`src/rtl/pipe_wb_stage.sv`:
```
// MEM/WB pipeline register and writeback stage: selects RF/HI/LO write data and stalls on a pending divide.
// Optional byte/halfword load extraction is enabled with `define WB_LOAD_EXT_EN.
module pipe_wb_stage #(
    parameter int DATA_W   = 32,
    parameter int RN_W     = 5,
    parameter int WAIT_MAX = 40
) (
    input  logic              clock,
    input  logic              resetn,
    input  logic              en,
    input  logic              flush,
    input  logic [DATA_W-1:0] alu,
    input  logic [DATA_W-1:0] dm,
    input  logic [DATA_W-1:0] pc4,
    input  logic [DATA_W-1:0] hi,
    input  logic [DATA_W-1:0] lo,
    input  logic [DATA_W-1:0] cp0,
    input  logic [DATA_W-1:0] counter,
    input  logic [DATA_W-1:0] a,
    input  logic [DATA_W-1:0] muler_hi,
    input  logic [DATA_W-1:0] muler_lo,
    input  logic [DATA_W-1:0] q,
    input  logic [DATA_W-1:0] r,
    input  logic [2:0]        rfsource,
    input  logic [1:0]        hisource,
    input  logic [1:0]        losource,
    input  logic [2:0]        ld_type,
    input  logic [1:0]        byte_off,
    input  logic [RN_W-1:0]   rn,
    input  logic              w_rf,
    input  logic              w_hi,
    input  logic              w_lo,
    input  logic              div_done,
    output logic              Ww_rf,
    output logic              Ww_hi,
    output logic              Ww_lo,
    output logic [DATA_W-1:0] Wdata_rf,
    output logic [DATA_W-1:0] Wdata_hi,
    output logic [DATA_W-1:0] Wdata_lo,
    output logic [RN_W-1:0]   Wrn,
    output logic              wb_busy,
    output logic              div_err
);

    localparam int WCNT_W = (WAIT_MAX > 1) ? $clog2(WAIT_MAX + 1) : 1;
    // Counter value in the last WAIT cycle before the abort; the entry cycle in IDLE also counts.
    localparam logic [WCNT_W-1:0] LAST_CNT = WCNT_W'((WAIT_MAX > 2) ? WAIT_MAX - 2 : 0);

    typedef enum logic {
        S_IDLE = 1'b0,
        S_WAIT = 1'b1
    } state_t;

    typedef struct packed {
        logic [DATA_W-1:0] alu;
        logic [DATA_W-1:0] dm;
        logic [DATA_W-1:0] pc4;
        logic [DATA_W-1:0] hi;
        logic [DATA_W-1:0] lo;
        logic [DATA_W-1:0] cp0;
        logic [DATA_W-1:0] counter;
        logic [DATA_W-1:0] a;
        logic [DATA_W-1:0] muler_hi;
        logic [DATA_W-1:0] muler_lo;
        logic [DATA_W-1:0] q;
        logic [DATA_W-1:0] r;
        logic [2:0]        rfsource;
        logic [1:0]        hisource;
        logic [1:0]        losource;
        logic [RN_W-1:0]   rn;
        logic              w_rf;
        logic              w_hi;
        logic              w_lo;
    } stage_t;

    state_t            state_q, state_d;
    logic [WCNT_W-1:0] wcnt_q, wcnt_d;
    stage_t            stage_q, stage_d, stage_in, stage_bubble;
    logic              div_instr;
    logic              capture;
    logic [DATA_W-1:0] dm_sel;

    always_comb begin
        stage_in.alu      = alu;
        stage_in.dm       = dm;
        stage_in.pc4      = pc4;
        stage_in.hi       = hi;
        stage_in.lo       = lo;
        stage_in.cp0      = cp0;
        stage_in.counter  = counter;
        stage_in.a        = a;
        stage_in.muler_hi = muler_hi;
        stage_in.muler_lo = muler_lo;
        stage_in.q        = q;
        stage_in.r        = r;
        stage_in.rfsource = rfsource;
        stage_in.hisource = hisource;
        stage_in.losource = losource;
        stage_in.rn       = rn;
        stage_in.w_rf     = w_rf;
        stage_in.w_hi     = w_hi;
        stage_in.w_lo     = w_lo;
    end

    // A bubble only needs its write enables cleared; the data fields are don't-care.
    always_comb begin
        stage_bubble      = stage_q;
        stage_bubble.w_rf = 1'b0;
        stage_bubble.w_hi = 1'b0;
        stage_bubble.w_lo = 1'b0;
    end

    assign div_instr = (stage_q.w_hi && (stage_q.hisource == 2'd2)) ||
                       (stage_q.w_lo && (stage_q.losource == 2'd2));

    always_comb begin
        wb_busy = 1'b0;
        case (state_q)
            S_IDLE:  wb_busy = div_instr && !div_done;
            S_WAIT:  wb_busy = !div_done;
            default: wb_busy = 1'b0;
        endcase
    end

    assign capture = !wb_busy && !flush && en;

    always_comb begin
        state_d = state_q;
        wcnt_d  = wcnt_q;
        stage_d = stage_q;
        div_err = 1'b0;
        if (wb_busy) begin
            if (flush) begin
                stage_d = stage_bubble;
                state_d = S_IDLE;
                wcnt_d  = '0;
            end else if ((state_q == S_WAIT) && (wcnt_q == LAST_CNT)) begin
                div_err = 1'b1;
                stage_d = stage_bubble;
                state_d = S_IDLE;
                wcnt_d  = '0;
            end else if (state_q == S_IDLE) begin
                state_d = S_WAIT;
                wcnt_d  = '0;
            end else begin
                wcnt_d = wcnt_q + WCNT_W'(1);
            end
        end else begin
            state_d = S_IDLE;
            wcnt_d  = '0;
            if (flush) begin
                stage_d = stage_bubble;
            end else if (capture) begin
                stage_d = stage_in;
            end
        end
    end

    always_ff @(posedge clock or negedge resetn) begin
        if (!resetn) begin
            state_q <= S_IDLE;
            wcnt_q  <= '0;
            stage_q <= '0;
        end else begin
            state_q <= state_d;
            wcnt_q  <= wcnt_d;
            stage_q <= stage_d;
        end
    end

`ifdef WB_LOAD_EXT_EN
    logic [2:0]  ld_type_q, ld_type_d;
    logic [1:0]  byte_off_q, byte_off_d;
    logic [7:0]  dm_lane [4];
    logic [7:0]  dm_byte;
    logic [15:0] dm_half;
    logic [31:0] dm_word;

    always_comb begin
        ld_type_d  = capture ? ld_type : ld_type_q;
        byte_off_d = capture ? byte_off : byte_off_q;
    end

    always_ff @(posedge clock or negedge resetn) begin
        if (!resetn) begin
            ld_type_q  <= '0;
            byte_off_q <= '0;
        end else begin
            ld_type_q  <= ld_type_d;
            byte_off_q <= byte_off_d;
        end
    end

    for (genvar gi = 0; gi < 4; gi++) begin : g_lane
        assign dm_lane[gi] = stage_q.dm[8*gi +: 8];
    end

    always_comb begin
        dm_byte = dm_lane[byte_off_q];
        dm_half = byte_off_q[1] ? {dm_lane[3], dm_lane[2]} : {dm_lane[1], dm_lane[0]};
        case (ld_type_q)
            3'd1:    dm_word = {{24{dm_byte[7]}}, dm_byte};
            3'd2:    dm_word = {24'h0, dm_byte};
            3'd3:    dm_word = {{16{dm_half[15]}}, dm_half};
            3'd4:    dm_word = {16'h0, dm_half};
            default: dm_word = {dm_lane[3], dm_lane[2], dm_lane[1], dm_lane[0]};
        endcase
    end

    assign dm_sel = DATA_W'(dm_word);
`else
    logic unused_ld;
    assign unused_ld = ^{ld_type, byte_off};
    assign dm_sel    = stage_q.dm;
`endif

    always_comb begin
        case (stage_q.rfsource)
            3'd0:    Wdata_rf = stage_q.alu;
            3'd1:    Wdata_rf = dm_sel;
            3'd2:    Wdata_rf = stage_q.pc4;
            3'd3:    Wdata_rf = stage_q.hi;
            3'd4:    Wdata_rf = stage_q.lo;
            3'd5:    Wdata_rf = stage_q.cp0;
            3'd6:    Wdata_rf = stage_q.counter;
            default: Wdata_rf = '0;
        endcase
    end

    always_comb begin
        case (stage_q.hisource)
            2'd0:    Wdata_hi = stage_q.a;
            2'd1:    Wdata_hi = stage_q.muler_hi;
            2'd2:    Wdata_hi = stage_q.r;
            default: Wdata_hi = '0;
        endcase
        case (stage_q.losource)
            2'd0:    Wdata_lo = stage_q.a;
            2'd1:    Wdata_lo = stage_q.muler_lo;
            2'd2:    Wdata_lo = stage_q.q;
            default: Wdata_lo = '0;
        endcase
    end

    // Any stall cycle suppresses every write, including the IDLE cycle that raises the stall.
    assign Ww_rf = stage_q.w_rf && (|stage_q.rn) && (stage_q.rfsource != 3'd7) && !wb_busy;
    assign Ww_hi = stage_q.w_hi && (stage_q.hisource != 2'd3) && !wb_busy;
    assign Ww_lo = stage_q.w_lo && (stage_q.losource != 2'd3) && !wb_busy;
    assign Wrn   = stage_q.rn;

endmodule
```
`config.mk`:
```
export PLATFORM = sky130hd
export DESIGN_NAME = pipe_wb_stage
export DESIGN_NICKNAME = d
export VERILOG_FILES = /design/src/rtl/pipe_wb_stage.sv
export SDC_FILE = /design/constraint.sdc
export NUM_CORES = 1
export LEC_CHECK = 0
export ABC_AREA = 1
export CORE_ASPECT_RATIO = 0.5
export CORE_MARGIN = 3
export CORE_UTILIZATION = 45
export DETAILED_ROUTE_END_ITERATION = 6
export GPL_ROUTABILITY_DRIVEN = 1
export PLACE_DENSITY = 0.77
export SYNTH_ARGS = -nofsm -noshare
export SYNTH_HDL_FRONTEND = slang
export SYNTH_SLANG_ARGS = --single-unit
```
`constraint.sdc`:
```
create_clock -name clock -period 1.8 [get_ports clock]
set_input_delay 0.54 -clock clock [delete_from_list [all_inputs] [get_ports clock]]
set_output_delay 0.54 -clock clock [all_outputs]
set_load 0.005 [all_outputs]
```
# == Word level (Yosys, flattened, before mapping) ==
# Cells that the tools add are included.
# word_totals
inputBits,409
output_inout_bits,106
rom_bits,0
n_memories,0
latchBits,0
elab_cells,83
reg_bits,406
ram_bits,0
# op_classes
n_shift,0
add_sub_neg,1
eq_ne,15
mul,0
n_div,0
n_mux,19
reduce_logical,24
n_lt_le_gt_ge,0
bitwise_logic,3
# op_table
op,n
$mux W399,3
$pmux W32 S7,1
$pmux W32 S3,2
$mux W6,4
$logic_and A1 B1 Y1,13
$eq A3 B3 Y1 const B,3
$add A6 B1 Y6 const B,1
$eq A3 B2 Y1 const B,2
$eq A6 B6 Y1 const B,1
$mux W1,6
$mux W3,2
$reduce_or A5 Y1,1
$eq A2 B1 Y1 const B,2
$eq A2 B2 Y1 const B,2
$logic_not A2 Y1,2
$ne A2 B2 Y1 const B,2
$eq A3 B1 Y1 const B,1
$logic_not A1 Y1,3
$logic_not A3 Y1,1
$ne A3 B2 Y1 const B,1
$ne A3 B3 Y1 const B,1
$not A1 Y1,3
$reduce_and A3 Y1,1
$reduce_bool A3 Y1,1
other kinds (3),3

# == Depth between registers and ports, before layout ==
# Gate-level depths: netlist of the first run.
# logic_depth
depth_word,11
ltp_mapped,10
mapped_depth_nobuf,9

# == Worst setup path after synthesis of the first run ==
# OpenSTA, ideal clock, no wires.
# synth_timing
kind,flip-flop to output port
start,register stage_q (netlist bit stage_bubble[9])
end,output Wdata_lo[11]
n_path_buf,3
t_required_ns,1.260
arrival_ns,1.319
slack_ns,-0.059
stages_incl_launch_ff,6
path_cell_list,dfrtp_1 -> buf_2 -> or2_2 -> clkbuf_1 -> clkbuf_1 -> o211ai_1
# synth_between
elab_chain_len,2
word_cells_on_any_way,4
classes_between,2 x eq/ne; 1 x mux; 1 x reduce/logical
# synth_lines
element,line,text
from (decl),78,"stage_t stage_q, stage_d, stage_in, stage_bubble;"
from (signal assigned),167,stage_q <= stage_d;
"$eq A2 B2 Y1, or another cell as far along",237,case (stage_q.losource)
$pmux W32 S3 *,237,
to (decl),39,"output logic [DATA_W-1:0] Wdata_lo,"
# Every way passes the cells marked *; elsewhere a longest branch is shown, timed or not.

# == Final worst setup path of the first run ==
# layout_timing
start,register stage_q (netlist bit stage_bubble[13])
end,output Wdata_rf[1]
# layout_between
elab_chain_len,2
word_cells_on_any_way,8
classes_between,6 x eq/ne; 1 x mux; 1 x reduce/logical
# layout_lines
element,line,text
"$eq A3 B3 Y1, or another cell as far along",218,case (stage_q.rfsource)
$pmux W32 S7 *,218,
to (decl),37,"output logic [DATA_W-1:0] Wdata_rf,"
# Marks and branches as above.

==> impl_metrics.tcl, run 1 <==
set metrics [dict create \
    numCtsBuffers 40 \
    slowest_stage "dfrtp_2" \
    min_period_ns 2.732 \
    finalCritPeriodShare_pct 151.8 \
    layout_common_cells "501 x inv_1, 437 x nand2_1, 405 x clkdlybuf4s50_1, 403 x dfrtp_1, 389 x o21ai_2" \
    die_w_um 310.9 \
    yosysUniqueCellTypes 30 \
    layout_commonest_cell "inv_1" \
    worstMarginPinSlew_ns 0.4037 \
    critPathCaptureType "output port" \
    slew_headroom_pct 73.08 \
    max_freq_ghz 0.3661 \
    initial_utilization_pct 45.92 \
    gr-usage-all-layers_pct 27.50 \
    worstPathArrival_ns 2.19 \
    grt_max_degree 68 \
    yosys_warnings 0 \
    cts_root_buffer "clkbuf_16" \
    cts_tree "yes" \
    vias_per_cell 5.299 \
    failed_checks "negative setup slack" \
    synth_flop_cell "dfrtp_1" \
    ant_nets 0 \
    post_synth_main_area_contributors "dfrtp_1 49%, o21ai_2 16%, nand2_1 12%" \
    cts_buffer_depth 3 \
    cp_top_family "buffers and inverters" \
    place_congestion 0.8940 \
    synth_nets 2827 \
    portBuffers 509 \
    clock_latency_ns 0.57 \
    power.total_mw 30.74 \
    drt-pass1-iter-count 7 \
    path_buf_inv 6 \
    area_growth_pct 62.24 \
    synth-edff-count 0 \
    outcome "finished, violations left" \
    worstReg2RegStart "stage_bubble[11]$_DFFE_PN0P_" \
    cp_cell_sequence "inv_2 -> buf_6 -> nand3_4 -> inv_6 -> buf_12 -> buf_6 -> nand2_2 -> nand3_2 -> nor2_1 -> nand3_1 -> buf_2" \
    reg2reg_to "stage_bubble[153]$_DFFE_PN0P_" \
    n_fill_cell 2924 \
    die_area_mm2 0.04926 \
    antenna_found_initial 5 \
    synth-async-reset-ratio_pct 100.0 \
    cts_htree_levels 2 \
    p_leak_nw 16.84 \
    core_area_mm2 0.04556 \
    drive_above_1_share_pct 40.13 \
    crit_type "reg2out" \
    nNetsFinal 3568 \
    fin_worst_skew_ns 0.02325 \
    fin_ws_ns -0.9319 \
    die_y_um 158.5 \
    wl_per_cell_um 21.57 \
    dr_total_vias 20240 \
    reg2reg_slack_ns -0.48 \
    ys_ff_latch 406 \
    final_area_mm2 0.03394 \
    clk_pin_slew_ns 0.07 \
    drtIter0Drc 1865 \
    rows 55 \
    hold_path_class "in2async" \
    critPathMaxStageDelay_ns 0.47 \
    power.density_mw_per_mm2 905.7 \
    r2r_cells 15 \
    pin_count 515 \
    setup_violations 503 \
    hold_violations 0 \
    grt_pass1_wl_um 105900 \
    dp_hpwl_um 47550 \
    maxCapViolCount 0 \
    placed_area_mm2 0.02727 \
    yosysSeqAreaShare_pct 48.57 \
    drt-total-wl_um 82390 \
    worstSetupStartpointType "flip-flop" \
    rsz0062_at_grt "true" \
    syn-instance-count 2416 \
    path_common_cell "buf_6" \
    grt_overflow 0 \
    hold_ws_ns 0.4451 \
    cts_sinks 406 \
    syn_area_per_cell_um2 8.658 \
    peakVddDrop_uv 729.2 \
    multi_input_area_mm2 0.009784 \
    yosysTopAreaCell "dfrtp_1" \
    grt_pass1_vias 19170 \
    register_area_mm2 0.01016 \
    synth_area_mm2 0.02092 \
    crit_required_ns 1.26 \
    drc 0 \
    path_max_fanout 7 \
    maxSlewViolCount 0 \
    synth_top_area_share_pct 48.57 \
]
## cells by family (layout without fill, tap and decap cells)
logic type | Yosys count | in the layout | share of synthesized area, %
XOR/XNOR | 4 | 4 | 0.1675
other | 0 | 6 | 0
flip-flops | 406 | 406 | 48.57
buffers and inverters | 659 | 1430 | 15.13
AO/OA/AOI/OAI | 513 | 513 | 20.00
adder cells (fa/ha/maj) | 2 | 2 | 0.1196
AND/OR/NAND/NOR | 832 | 832 | 16.01
## flip-flops by register name, summed over array words and instances, names as in the netlist
register / count
stage_bubble: 359
state_q: 1
dm_sel: 32
wcnt_q: 6
stage_q: 3
Wrn: 5
## power breakdown
group	internal, mW	switching (mW)	total, mW	leakage [nW]
Clock	4.97	3.93	8.90	0.659
Sequential	10.5	1.26	11.7	5.03
Combinational	5.15	4.98	10.1	11.2
Total	20.6	10.2	30.7	16.8
## what timing repair did
action                                  4_1_cts  5_1_grt
pin swaps                                    82       98
cloned                                       24       72
endpoints found under the hold margin        21        0
hold buffers                                  1        0
gates resized for setup                     713      472
endpoints found under the setup margin      493      510
setup buffers                                74       27
## through the flow
stage | util, % | TNS (ns) | cells | setup WS, ns
2_1_floorplan | - | -0.004526 | 2416 | -0.004526
3_3_place_gp | 59.86 | -159.19 | 3558 | -0.6522
3_5_place_dp | 59.86 | -160.67 | 3558 | -0.6486
4_1_cts | 66.97 | -232.52 | 3727 | -0.8248
5_1_grt | 74.48 | -264.00 | 3818 | -0.9774
6_report | 74.49 | -228.68 | 3820 | -0.9319
## cells in the mapped netlist, types with 6 or more instances
master,count
o21ai_2,386
dfrtp_1,406
clkbuf_1,33
o21ai_0,12
a22oi_1,7
o21ai_1,9
o211ai_1,35
nand3_1,81
nand2_1,668
nor2_1,42
buf_4,6
buf_6,86
inv_1,513
o22ai_1,25
buf_2,16
nand4_1,32
a21oi_1,15
a31oi_1,23
## cell type report
cell class / count / share of cell area, %
antenna: 6 / 0.04424
inverter: 514 / 5.814
sequential: 406 / 29.95
multi-input combinational: 1351 / 28.83
clock inverter: 20 / 0.6083
timing repair buffer: 844 / 29.06
clock buffer: 52 / 3.385
tap: 627 / 2.312
## per-layer routing
layer  track usage, %  wire [um]  vias up  part of all wire [%]
met1            31.15      29320    10030                    36
met3            3.616       4485      296                   5.4
li1                 -          -     8983                     -
met5                0          0        -                     0
met4            12.50       4801        0                   5.8
met2            52.44      43780      937                    53
## worst max-delay path by stage
stage / start / endpoint / slack (ns) / cells after the start
finish: stage_bubble[13]$_DFFE_PN0P_ / Wdata_rf[1] / -0.93 / 11
global route: stage_bubble[13]$_DFFE_PN0P_ / Wdata_rf[1] / -0.98 / 11
CTS: stage_bubble[13]$_DFFE_PN0P_ / Wdata_rf[13] / -0.82 / 8
detailed placement: stage_bubble[12]$_DFFE_PN0P_ / Wdata_rf[13] / -0.65 / 8
global placement: div_done / Ww_lo / -0.65 / 7
floorplan: stage_bubble[9]$_DFFE_PN0P_ / Wdata_lo[11] / -0.005 / 5
Note: power is estimated with default switching activity, not from simulation.
==> run 2, diff against run 1 <==
--- a/config.mk
+++ b/config.mk
@@ -11,2 +11,3 @@
 export CORE_UTILIZATION = 45
+export CTS_BUF_LIST = sky130_fd_sc_hd__clkbuf_16
 export DETAILED_ROUTE_END_ITERATION = 6
==> constraint.sdc (replaced) <==
create_clock -name clock -period 1.8 [get_ports clock]
set_input_delay 0.27 -clock clock [delete_from_list [all_inputs] [get_ports clock]]
set_output_delay 0.27 -clock clock [all_outputs]
set_load 0.005 [all_outputs]
==> run 2 against run 1 <==
The flow still finishes with violations (negative setup slack). Non-clock buffer count decreased by 5. Flip-flop and latch count stayed put. Sequential share of layout area is 0.51 points lower. Combinational power is essentially flat. Utilization rose by 1.3 points. Cell area grew 1.7%. Sequential power about the same. Clock power fell by 2.5%. Critical path type unchanged.
==> impl_metrics.tcl, run 2 (synthesized netlist as in run 1, its figures left out) <==
set metrics [dict create \
    cts_root_buffer "clkbuf_16" \
    drc 0 \
    dr_total_vias 20640 \
    dp_hpwl_um 51560 \
    fin_ws_ns -0.7033 \
    reg2reg_slack_ns -0.54 \
    gr-usage-all-layers_pct 29.27 \
    core_area_mm2 0.04556 \
    place_congestion 0.9246 \
    ant_nets 0 \
    hold_path_class "in2async" \
    path_max_fanout 8 \
    cts_tree "yes" \
    failed_checks "negative setup slack" \
    worstMarginPinSlew_ns 0.4792 \
    pin_count 515 \
    vias_per_cell 5.397 \
    drt-pass1-iter-count 6 \
    outcome "finished, violations left" \
    cp_cell_sequence "inv_2 -> buf_4 -> nand3_2 -> inv_2 -> buf_6 -> buf_4 -> nand2_2 -> nand3_1 -> nor2_1 -> nand3_1 -> buf_2" \
    dpl_worst_slack_ns -0.4443 \
    portBuffers 509 \
    power.density_mw_per_mm2 897.3 \
    slowest_stage "dfrtp_2" \
    die_area_mm2 0.04926 \
    antenna_found_initial 12 \
    numCtsBuffers 40 \
    crit_type "reg2out" \
    finalCritPeriodShare_pct 139.1 \
    final_area_mm2 0.03453 \
    cts_buffer_depth 3 \
    clock_latency_ns 0.56 \
    grt_pass1_vias 19120 \
    utilization_pct 75.79 \
    setup_violations 497 \
    rows 55 \
    slew_headroom_pct 68.06 \
    fin_worst_skew_ns 0.01439 \
    grt_pass1_wl_um 111200 \
    drtIter0Drc 2005 \
    peakVddDrop_uv 686.4 \
    layout_commonest_cell "inv_1" \
    cts_sinks 406 \
    worstPathArrival_ns 2.23 \
    rsz0062_at_grt "true" \
    n_fill_cell 2849 \
    initial_utilization_pct 45.92 \
    largest_reg_flops 359 \
    hold_violations 0 \
    max_freq_ghz 0.3995 \
    maxCapViolCount 0 \
    worstSetupStartpointType "flip-flop" \
    wl_per_cell_um 22.59 \
    die_y_um 158.5 \
    crit_required_ns 1.53 \
    min_period_ns 2.503 \
    layout_common_cells "513 x inv_1, 407 x clkdlybuf4s50_1, 402 x dfrtp_1, 390 x o21ai_2, 360 x nand2_1" \
    critPathCaptureType "output port" \
    grt_overflow 0 \
    placed_area_mm2 0.02722 \
    maxSlewViolCount 0 \
    p_leak_nw 17.22 \
    area_growth_pct 65.06 \
    r2r_cells 14 \
    die_w_um 310.9 \
    drt-total-wl_um 86380 \
    nNetsFinal 3564 \
    critPathMaxStageDelay_ns 0.49 \
    cts_htree_levels 2 \
    drive_above_1_share_pct 40.98 \
    clk_pin_slew_ns 0.06 \
    grt_max_degree 57 \
]
run 2: changes by cell type in the layout (fill, tap and decap cells not counted), sizes merged:
cell / previous run / this run
buf: 388 / 382
inv: 513 / 528
bufbuf: 0 / 1
bufinv: 3 / 5
clkinvlp: 6 / 0
clkdlybuf4s15: 1 / 0
nand3: 84 / 85
clkdlybuf4s50: 405 / 407
clkinv: 12 / 11
diode: 6 / 15
clkbuf: 101 / 89
run 2: per-stage QoR:
stage / setup TNS [ns] / power (mW) / std cells / hold slack (ns)
5_1_grt: -233.86 / 32.08 / 3821 / 0.2547
4_1_cts: -183.73 / 28.76 / 3732 / 0.2402
2_1_floorplan: 0 / 14.96 / 2416 / -0.02559
3_5_place_dp: -94.12 / 19.03 / 3566 / 0.2247
6_report: -201.61 / 30.98 / 3824 / 0.2437
3_3_place_gp: -90.22 / 18.90 / 3566 / 0.2241
run 2: worst max-delay path, delay by kind of cell, from the launching register on:
kind / cells / cell delay (ns)
buffers and inverters: 6 / 0.73
and+or+nand+nor: 5 / 0.47
DFF: 1 / 0.49
run 2: area by class of cell:
| cell class | instances | area [um2] | share of cell area (%) |
|---|---|---|---|
| clock buffer | 41 | 1026 | 2.972 |
| tap | 627 | 784.5 | 2.272 |
| antenna | 15 | 37.54 | 0.1087 |
| clock inverter | 30 | 256.5 | 0.7429 |
| inverter | 514 | 1952 | 5.653 |
| timing repair buffer | 839 | 9863 | 28.57 |
| multi-input combinational | 1352 | 10440 | 30.24 |
| sequential | 406 | 10160 | 29.44 |
run 2: power breakdown:
| part | internal (mW) | switching (mW) | total [mW] |
|---|---|---|---|
| registers | 10.5 | 1.48 | 11.9 |
| logic | 5.24 | 5.13 | 10.4 |
| clock network | 4.84 | 3.84 | 8.68 |
run 2: repair_timing:
item,CTS,global route
endpoints found under the hold margin,30,0
hold buffers,1,0
buffers inserted,62,28
gates resized for setup,800,544
pin swaps,95,84
setup endpoints to repair,497,508
gates cloned,35,62
run 2: path summary, 6_finish.rpt:
path | from | endpoint
worst max-delay path | stage_bubble[12]$_DFFE_PN0P_ | Wdata_rf[1]
worst min register to register | stage_q[2]$_DFFE_PN0P_ | stage_q[2]$_DFFE_PN0P_
worst max register to register | stage_bubble[9]$_DFFE_PN0P_ | stage_bubble[310]$_DFFE_PN0P_
worst min-delay path | resetn | stage_bubble[87]$_DFFE_PN0P_
max in group asynchronous | resetn | dm_sel[16]$_DFFE_PN0P_
min in group clock | muler_lo[7] | stage_bubble[86]$_DFFE_PN0P_
run 2: per-layer routing:
metal / up-vias / global-route usage (%) / part of all wire (%)
met5: - / 0 / 0
met4: 0 / 13.73 / 5.6
met3: 315 / 5.111 / 7.0
met2: 1036 / 50.75 / 51
met1: 10280 / 36.22 / 37
li1: 9007 / - / -
